`src/rtl/uart_pkg.sv`:
```
// ---------------------------------------------------------------------------
// uart_pkg
// Shared constants and types for the decimal-ASCII UART receive path.
//   - ASCII codes recognised by the number parser
//   - byte receiver / echo transmitter state encodings
//   - default bit period (217 clk = 460800 baud at 100 MHz)
// Optional build macro used by the consumers of this package: UART_DEC_ECHO_EN
// ---------------------------------------------------------------------------
package uart_pkg;

    localparam logic [7:0] ASCII_0  = 8'h30;
    localparam logic [7:0] ASCII_9  = 8'h39;
    localparam logic [7:0] ASCII_CR = 8'h0D;
    localparam logic [7:0] ASCII_LF = 8'h0A;

    localparam int CLKS_PER_BIT_DEF = 217;
    localparam int VALUE_W          = 32;

    typedef enum logic [1:0] {
        RX_IDLE,
        RX_START,
        RX_DATA,
        RX_STOP
    } rx_state_t;

    typedef enum logic [1:0] {
        TX_IDLE,
        TX_START,
        TX_DATA,
        TX_STOP
    } tx_state_t;

    function automatic logic is_digit(input logic [7:0] c);
        return (c >= ASCII_0) && (c <= ASCII_9);
    endfunction

    function automatic logic is_term(input logic [7:0] c);
        return (c == ASCII_CR) || (c == ASCII_LF);
    endfunction

endpackage

```
`src/rtl/uart_rx_byte.sv`:
```
// ---------------------------------------------------------------------------
// uart_rx_byte
// 8N1 byte receiver: 2-FF synchroniser on rx followed by a bit-timing FSM.
// Ports:
//   clk        in   system clock
//   rst_n      in   asynchronous reset, active-high
//   rx         in   raw serial input, idle high
//   data       out  last received byte (stable until the next byte shifts in)
//   byte_valid out  1-cycle pulse: data holds a byte with a good stop bit
//   frame_err  out  1-cycle pulse: stop bit sampled low, byte discarded
//   busy       out  receiver is not in IDLE
// ---------------------------------------------------------------------------
module uart_rx_byte
    import uart_pkg::*;
#(
    parameter int CLKS_PER_BIT = CLKS_PER_BIT_DEF
) (
    input  logic       clk,
    input  logic       rst_n,
    input  logic       rx,
    output logic [7:0] data,
    output logic       byte_valid,
    output logic       frame_err,
    output logic       busy
);

    localparam int            CW        = $clog2(CLKS_PER_BIT);
    localparam logic [CW-1:0] BIT_LAST  = CW'(CLKS_PER_BIT - 1);
    localparam logic [CW-1:0] HALF_LAST = CW'(CLKS_PER_BIT / 2 - 1);

    logic          sync1, sync2, rx_prev;
    rx_state_t     state, state_nxt;
    logic [CW-1:0] cnt, cnt_nxt;
    logic [2:0]    bit_idx, bit_idx_nxt;
    logic [7:0]    shreg, shreg_nxt;
    logic          byte_valid_nxt, frame_err_nxt;

    always_ff @(posedge clk or posedge rst_n) begin
        if (rst_n) begin
            sync1      <= 1'b1;
            sync2      <= 1'b1;
            rx_prev    <= 1'b1;
            state      <= RX_IDLE;
            cnt        <= '0;
            bit_idx    <= '0;
            shreg      <= '0;
            byte_valid <= 1'b0;
            frame_err  <= 1'b0;
        end else begin
            sync1      <= rx;
            sync2      <= sync1;
            rx_prev    <= sync2;
            state      <= state_nxt;
            cnt        <= cnt_nxt;
            bit_idx    <= bit_idx_nxt;
            shreg      <= shreg_nxt;
            byte_valid <= byte_valid_nxt;
            frame_err  <= frame_err_nxt;
        end
    end

    always_comb begin
        state_nxt      = state;
        cnt_nxt        = cnt + CW'(1);
        bit_idx_nxt    = bit_idx;
        shreg_nxt      = shreg;
        byte_valid_nxt = 1'b0;
        frame_err_nxt  = 1'b0;
        case (state)
            RX_IDLE: begin
                cnt_nxt = '0;
                // Edge rather than level: a line held low after a bad stop
                // bit must not look like a fresh start bit.
                if (!sync2 && rx_prev) begin
                    state_nxt = RX_START;
                end
            end
            RX_START: begin
                if (cnt == HALF_LAST) begin
                    cnt_nxt     = '0;
                    bit_idx_nxt = '0;
                    state_nxt   = sync2 ? RX_IDLE : RX_DATA;
                end
            end
            RX_DATA: begin
                if (cnt == BIT_LAST) begin
                    cnt_nxt   = '0;
                    shreg_nxt = {sync2, shreg[7:1]};
                    if (bit_idx == 3'd7) begin
                        state_nxt = RX_STOP;
                    end else begin
                        bit_idx_nxt = bit_idx + 3'd1;
                    end
                end
            end
            RX_STOP: begin
                if (cnt == BIT_LAST) begin
                    cnt_nxt   = '0;
                    state_nxt = RX_IDLE;
                    if (sync2) begin
                        byte_valid_nxt = 1'b1;
                    end else begin
                        frame_err_nxt = 1'b1;
                    end
                end
            end
            default: begin
                state_nxt = RX_IDLE;
            end
        endcase
    end

    assign data = shreg;
    assign busy = (state != RX_IDLE);

endmodule

```
`src/rtl/uart_dec_rx.sv`:
```
// ---------------------------------------------------------------------------
// uart_dec_rx
// Decimal-ASCII UART receiver: deserialises 8N1 bytes, accumulates decimal
// digits into a saturating 32-bit value and publishes it on CR or LF through
// a valid/ack handshake.
// Ports:
//   clk         in   system clock
//   rst_n       in   asynchronous reset, active-high
//   rx          in   UART serial input, idle high
//   value       out  decoded binary value
//   value_valid out  value available, held until acknowledged
//   value_ack   in   consumer accepts value
//   overflow    out  value saturated (qualified by value_valid)
//   overrun     out  1-cycle pulse: unacknowledged value overwritten
//   frame_err   out  1-cycle pulse: stop bit sampled low
//   syntax_err  out  1-cycle pulse: illegal character received
//   busy        out  byte receiver not in IDLE
//   tx          out  echo line
// Build option: UART_DEC_ECHO_EN adds an 8N1 transmitter echoing each good
// byte on tx; without it tx is constant 1.
// ---------------------------------------------------------------------------
module uart_dec_rx
    import uart_pkg::*;
#(
    parameter int CLKS_PER_BIT = CLKS_PER_BIT_DEF
) (
    input  logic               clk,
    input  logic               rst_n,
    input  logic               rx,
    output logic [VALUE_W-1:0] value,
    output logic               value_valid,
    input  logic               value_ack,
    output logic               overflow,
    output logic               overrun,
    output logic               frame_err,
    output logic               syntax_err,
    output logic               busy,
    output logic               tx
);

    logic [7:0]         rx_data;
    logic               byte_valid;
    logic               rx_frame_err;

    logic [VALUE_W-1:0] acc;
    logic               ovf;
    logic               digit_seen;
    logic               publish;
    logic [VALUE_W:0]   mac;

    // acc*10 + d evaluated 36 bits wide; result is {saturated, value}.
    function automatic logic [VALUE_W:0] sat_mac(input logic [VALUE_W-1:0] a,
                                                 input logic [3:0]         d);
        logic [35:0] wide;
        wide = 36'(a) * 36'd10 + 36'(d);
        if (wide > 36'h0_FFFF_FFFF) begin
            return {1'b1, {VALUE_W{1'b1}}};
        end
        return {1'b0, wide[VALUE_W-1:0]};
    endfunction

    uart_rx_byte #(
        .CLKS_PER_BIT(CLKS_PER_BIT)
    ) u_rx (
        .clk       (clk),
        .rst_n     (rst_n),
        .rx        (rx),
        .data      (rx_data),
        .byte_valid(byte_valid),
        .frame_err (rx_frame_err),
        .busy      (busy)
    );

    assign frame_err = rx_frame_err;

    // For '0'..'9' the low nibble is already the digit value.
    assign mac     = sat_mac(acc, rx_data[3:0]);
    assign publish = byte_valid && is_term(rx_data) && digit_seen;

    always_ff @(posedge clk or posedge rst_n) begin
        if (rst_n) begin
            acc         <= '0;
            ovf         <= 1'b0;
            digit_seen  <= 1'b0;
            value       <= '0;
            overflow    <= 1'b0;
            value_valid <= 1'b0;
            overrun     <= 1'b0;
            syntax_err  <= 1'b0;
        end else begin
            overrun    <= 1'b0;
            syntax_err <= 1'b0;

            if (rx_frame_err) begin
                acc        <= '0;
                ovf        <= 1'b0;
                digit_seen <= 1'b0;
            end else if (byte_valid) begin
                if (is_digit(rx_data)) begin
                    acc        <= mac[VALUE_W-1:0];
                    ovf        <= ovf | mac[VALUE_W];
                    digit_seen <= 1'b1;
                end else if (is_term(rx_data)) begin
                    // Terminator with no digits (CRLF, blank line) is a no-op.
                    if (digit_seen) begin
                        acc        <= '0;
                        ovf        <= 1'b0;
                        digit_seen <= 1'b0;
                    end
                end else begin
                    syntax_err <= 1'b1;
                    acc        <= '0;
                    ovf        <= 1'b0;
                    digit_seen <= 1'b0;
                end
            end

            // A publish coinciding with ack hands over the old value and
            // loads the new one, so it is not an overrun.
            if (publish) begin
                value       <= acc;
                overflow    <= ovf;
                value_valid <= 1'b1;
                overrun     <= value_valid && !value_ack;
            end else if (value_valid && value_ack) begin
                value_valid <= 1'b0;
            end
        end
    end

`ifdef UART_DEC_ECHO_EN
    localparam int            CW       = $clog2(CLKS_PER_BIT);
    localparam logic [CW-1:0] BIT_LAST = CW'(CLKS_PER_BIT - 1);

    tx_state_t     tx_state, tx_state_nxt;
    logic [CW-1:0] tx_cnt, tx_cnt_nxt;
    logic [2:0]    tx_bit, tx_bit_nxt;
    logic [7:0]    tx_sh, tx_sh_nxt;
    logic          tx_nxt;

    always_ff @(posedge clk or posedge rst_n) begin
        if (rst_n) begin
            tx_state <= TX_IDLE;
            tx_cnt   <= '0;
            tx_bit   <= '0;
            tx_sh    <= '0;
            tx       <= 1'b1;
        end else begin
            tx_state <= tx_state_nxt;
            tx_cnt   <= tx_cnt_nxt;
            tx_bit   <= tx_bit_nxt;
            tx_sh    <= tx_sh_nxt;
            tx       <= tx_nxt;
        end
    end

    always_comb begin
        tx_state_nxt = tx_state;
        tx_cnt_nxt   = tx_cnt + CW'(1);
        tx_bit_nxt   = tx_bit;
        tx_sh_nxt    = tx_sh;
        case (tx_state)
            TX_IDLE: begin
                tx_cnt_nxt = '0;
                if (byte_valid) begin
                    tx_state_nxt = TX_START;
                    tx_sh_nxt    = rx_data;
                    tx_bit_nxt   = '0;
                end
            end
            TX_START: begin
                if (tx_cnt == BIT_LAST) begin
                    tx_cnt_nxt   = '0;
                    tx_state_nxt = TX_DATA;
                end
            end
            TX_DATA: begin
                if (tx_cnt == BIT_LAST) begin
                    tx_cnt_nxt = '0;
                    tx_sh_nxt  = {1'b1, tx_sh[7:1]};
                    if (tx_bit == 3'd7) begin
                        tx_state_nxt = TX_STOP;
                    end else begin
                        tx_bit_nxt = tx_bit + 3'd1;
                    end
                end
            end
            TX_STOP: begin
                if (tx_cnt == BIT_LAST) begin
                    tx_cnt_nxt = '0;
                    // A byte landing on the last stop cycle can still be
                    // chained without a gap.
                    if (byte_valid) begin
                        tx_state_nxt = TX_START;
                        tx_sh_nxt    = rx_data;
                        tx_bit_nxt   = '0;
                    end else begin
                        tx_state_nxt = TX_IDLE;
                    end
                end
            end
            default: begin
                tx_state_nxt = TX_IDLE;
            end
        endcase

        case (tx_state_nxt)
            TX_START: tx_nxt = 1'b0;
            TX_DATA:  tx_nxt = tx_sh_nxt[0];
            default:  tx_nxt = 1'b1;
        endcase
    end
`else
    assign tx = 1'b1;
`endif

endmodule

```
`config.mk`:
```
export PLATFORM = sky130hd
export DESIGN_NAME = uart_dec_rx
export DESIGN_NICKNAME = d
export VERILOG_FILES = /design/src/rtl/uart_pkg.sv /design/src/rtl/uart_rx_byte.sv /design/src/rtl/uart_dec_rx.sv
export SDC_FILE = /design/constraint.sdc
export NUM_CORES = 1
export LEC_CHECK = 0
export ABC_AREA = 1
export CORE_MARGIN = 2
export CORE_UTILIZATION = 50
export CTS_BUF_LIST = sky130_fd_sc_hd__clkbuf_2
export DETAILED_ROUTE_END_ITERATION = 10
export GPL_TIMING_DRIVEN = 0
export PLACE_DENSITY = 0.68
export SYNTH_ARGS = -nofsm -noshare
export SYNTH_HDL_FRONTEND = slang
export SYNTH_SLANG_ARGS = --single-unit
```
`constraint.sdc`:
```
create_clock -name clk -period 10.7 [get_ports clk]
set_input_delay 2.14 -clock clk [delete_from_list [all_inputs] [get_ports clk]]
set_output_delay 2.14 -clock clk [all_outputs]
set_load 0.05 [all_outputs]
```
==> run metrics <==
gr usage total 24.4%; Yosys reg bits 96; GR Overflow Total 0; die height 131 um; number of library cell types mapped by synthesis 42; CTS root buf clkbuf_2; vias 7536; syn nets 1313; Starting Density 51.1%; post-synthesis sequential area ratio 29.7%; CTS tree built; fin nets 1366; max-slew violations 0; commonest non-fill, non-tap cells in the layout nand2_1, inv_1, dfrtp_1, nand3_1, nor2_1; area leader, netlist dfrtp_1; synth top area cells dfrtp_1, nand2_1, ha_1; f_max 234 MHz; DP Cell Count 1498; Routed Wire Length 20.3 mm; status completed; Routed Antenna Nets 0; ys flop type dfrtp_1; chip width 131 um; row count 46; commonest non-fill, non-tap cell in the layout nand2_1; core footprint 0.0158 mm2; via/cell ratio 4.98; largest net degree at the start of global routing 52; worst min path class register to register; clock skew 16.0 ps; # fillers 1578; Core Util, Final 56.5%; fin cells 1514; Bufs on Longest Clock Path 2; crit path DAT 2130 ps; Synth Instances 1240; Worst slew margin 19.9%; Avg Cell Area, Syn 6.53 um2; Final Hold Fails 0; crit end category output port; pwr dens 74.9 mW/mm2; Static Leakage 5.09 nW; asr flop ratio synth 100%; Max stage delay on crit path 800 ps; CTS sink cnt 96; H-tree depth 3; # DRC 0; Final min period 4270 ps; Mapped Area 0.00809 mm2; RSZ-0062 raised after global routing no; maximum vdd drop 0.0000572 V; met3 WL 687 um; Period Utilization, post-route 39.9%; wire length on met2 9.28 mm; Post-CTS Setup Inserts 0; number of global-route vias before repair 7214; TritonCTS Buffers 9; first-pass GRT wire length 34.5 mm; Crit Path Max Fanout 7; total power 0.670 mW; die area 0.0172 mm2; synth warn 0; clk_lat worst skew 550 ps; share of layout cells above drive strength 1 8.47%; worst slew pin tran 1190 ps; initial antenna violation count 0; CTS resizes 0; worst path cell trace clkbuf_1 > nor2_1 > inv_1 > clkdlybuf4s50_1; Syn-to-layout area delta 10.4%; Post-Route M1 WL 9.57 mm; CP Class register to output port; Worst Setup Start Kind register; Initial DRC Count 429; top cell type's share of synthesized area 28.8%; max_cap viols 0; final setup vio count 0; Ports 43; PortBufs 41; top sig layer met4; final setup TNS 0 ps; dpl hpwl 16.7 mm; Clock transition at path regs 250 ps; DR pass1 iterations 5; Post-CTS Hold Fix Bufs 0; drt wl/cell 13.4 um; slowest CP cell clkdlybuf4s50_1; EDFF count, synth 0; CP Data Required Time 8560 ps; GPL Wtd Cong 0.922; diode count 0
-- synthesized netlist by cell type, types with 2 or more instances --
cell type	n
nor2_4	8
nor2_1	80
ha_1	67
o41ai_1	2
xor2_1	24
nand2_2	31
o21ai_0	22
nor2_2	13
fa_1	2
o21ai_1	17
nand2_1	501
a21oi_2	2
nand3_1	81
and2_1	4
clkbuf_1	14
dfrtp_1	93
inv_1	172
a31oi_1	2
nor3_1	13
inv_2	13
nand3_2	8
xnor2_1	4
nor4_1	3
o21ai_2	3
and3_1	3
a21oi_1	23
nand4_1	15
nand2_4	4
dfstp_2	3
-- path summary, 6_finish.rpt --
kind | start | to | slack [ps] | cells past startpoint
max | u_rx.state[0] | busy | 6430 | 4
min | u_rx.sync1 | u_rx.sync2 | 380 | 0
max reg2reg | acc[1] | acc[27] | 6680 | 23
min reg2reg | u_rx.sync1 | u_rx.sync2 | 380 | 0
max in group asynchronous | rst_n | acc[10] | 8070 | 3
min in group asynchronous | rst_n | u_rx.cnt[2] | 1980 | 2
-- routing by layer --
layer  vias up  track usage (%)
met2       156             41.0
met5         -                0
met4         0             8.64
met3        43             2.70
met1      3371             32.7
li1       3966                -
-- kinds of logic (layout without fill, tap and decap cells) --
kind of cell / count (synthesis) / in the layout / share of synthesized area (%)
flops: 96 / 96 / 29.7
buf+inv: 203 / 261 / 9.69
compound gates: 74 / 74 / 5.07
mux: 1 / 1 / 0.139
simple gates: 768 / 768 / 41.4
xor+xnor: 28 / 28 / 3.03
fa+ha+maj: 69 / 69 / 10.9
other cells: 1 / 1 / 0.0463
-- stage by stage --
stage,hold slack [ps],setup WS [ps],area [um2]
floorplan,345,6060,8090
global placement,345,4580,8770
detailed placement,348,6750,8800
CTS,376,6400,8930
global route,379,6280,8930
finish,375,6430,8930
-- sequential cells by signal (all words and copies together), names as in the netlist, 3 cells and up, named ones only --
name / flops
u_rx.cnt: 8
acc: 32
u_rx.bit_idx: 3
value: 32
u_rx.data: 8
-- critical path, delay by kind of cell (launching register included) --
kind                   cells  cell delay (ps)
buffers and inverters      3             1130
and+or+nand+nor            1               70
DFF                        1              380
-- power breakdown --
part           internal, mW  total (mW)  switching [mW]
Combinational        0.0293      0.0900          0.0607
Sequential            0.376       0.386          0.0102
Clock                0.0752       0.193           0.118
Total                 0.481       0.670           0.189
-- cell type report --
class                   count  area (um2)  share of cell area, %
plain buffers              18        90.1                   1.01
clock buffers               9        45.0                  0.504
clock inverters             7        86.3                  0.966
inverters                 185         697                   7.80
multi-input cells         941        4900                   54.9
flip-flops and latches     96        2410                   26.9
well taps                 216         270                   3.02
repair buffers             42         438                   4.90
No activity file was read; power rests on OpenSTA's default activity.
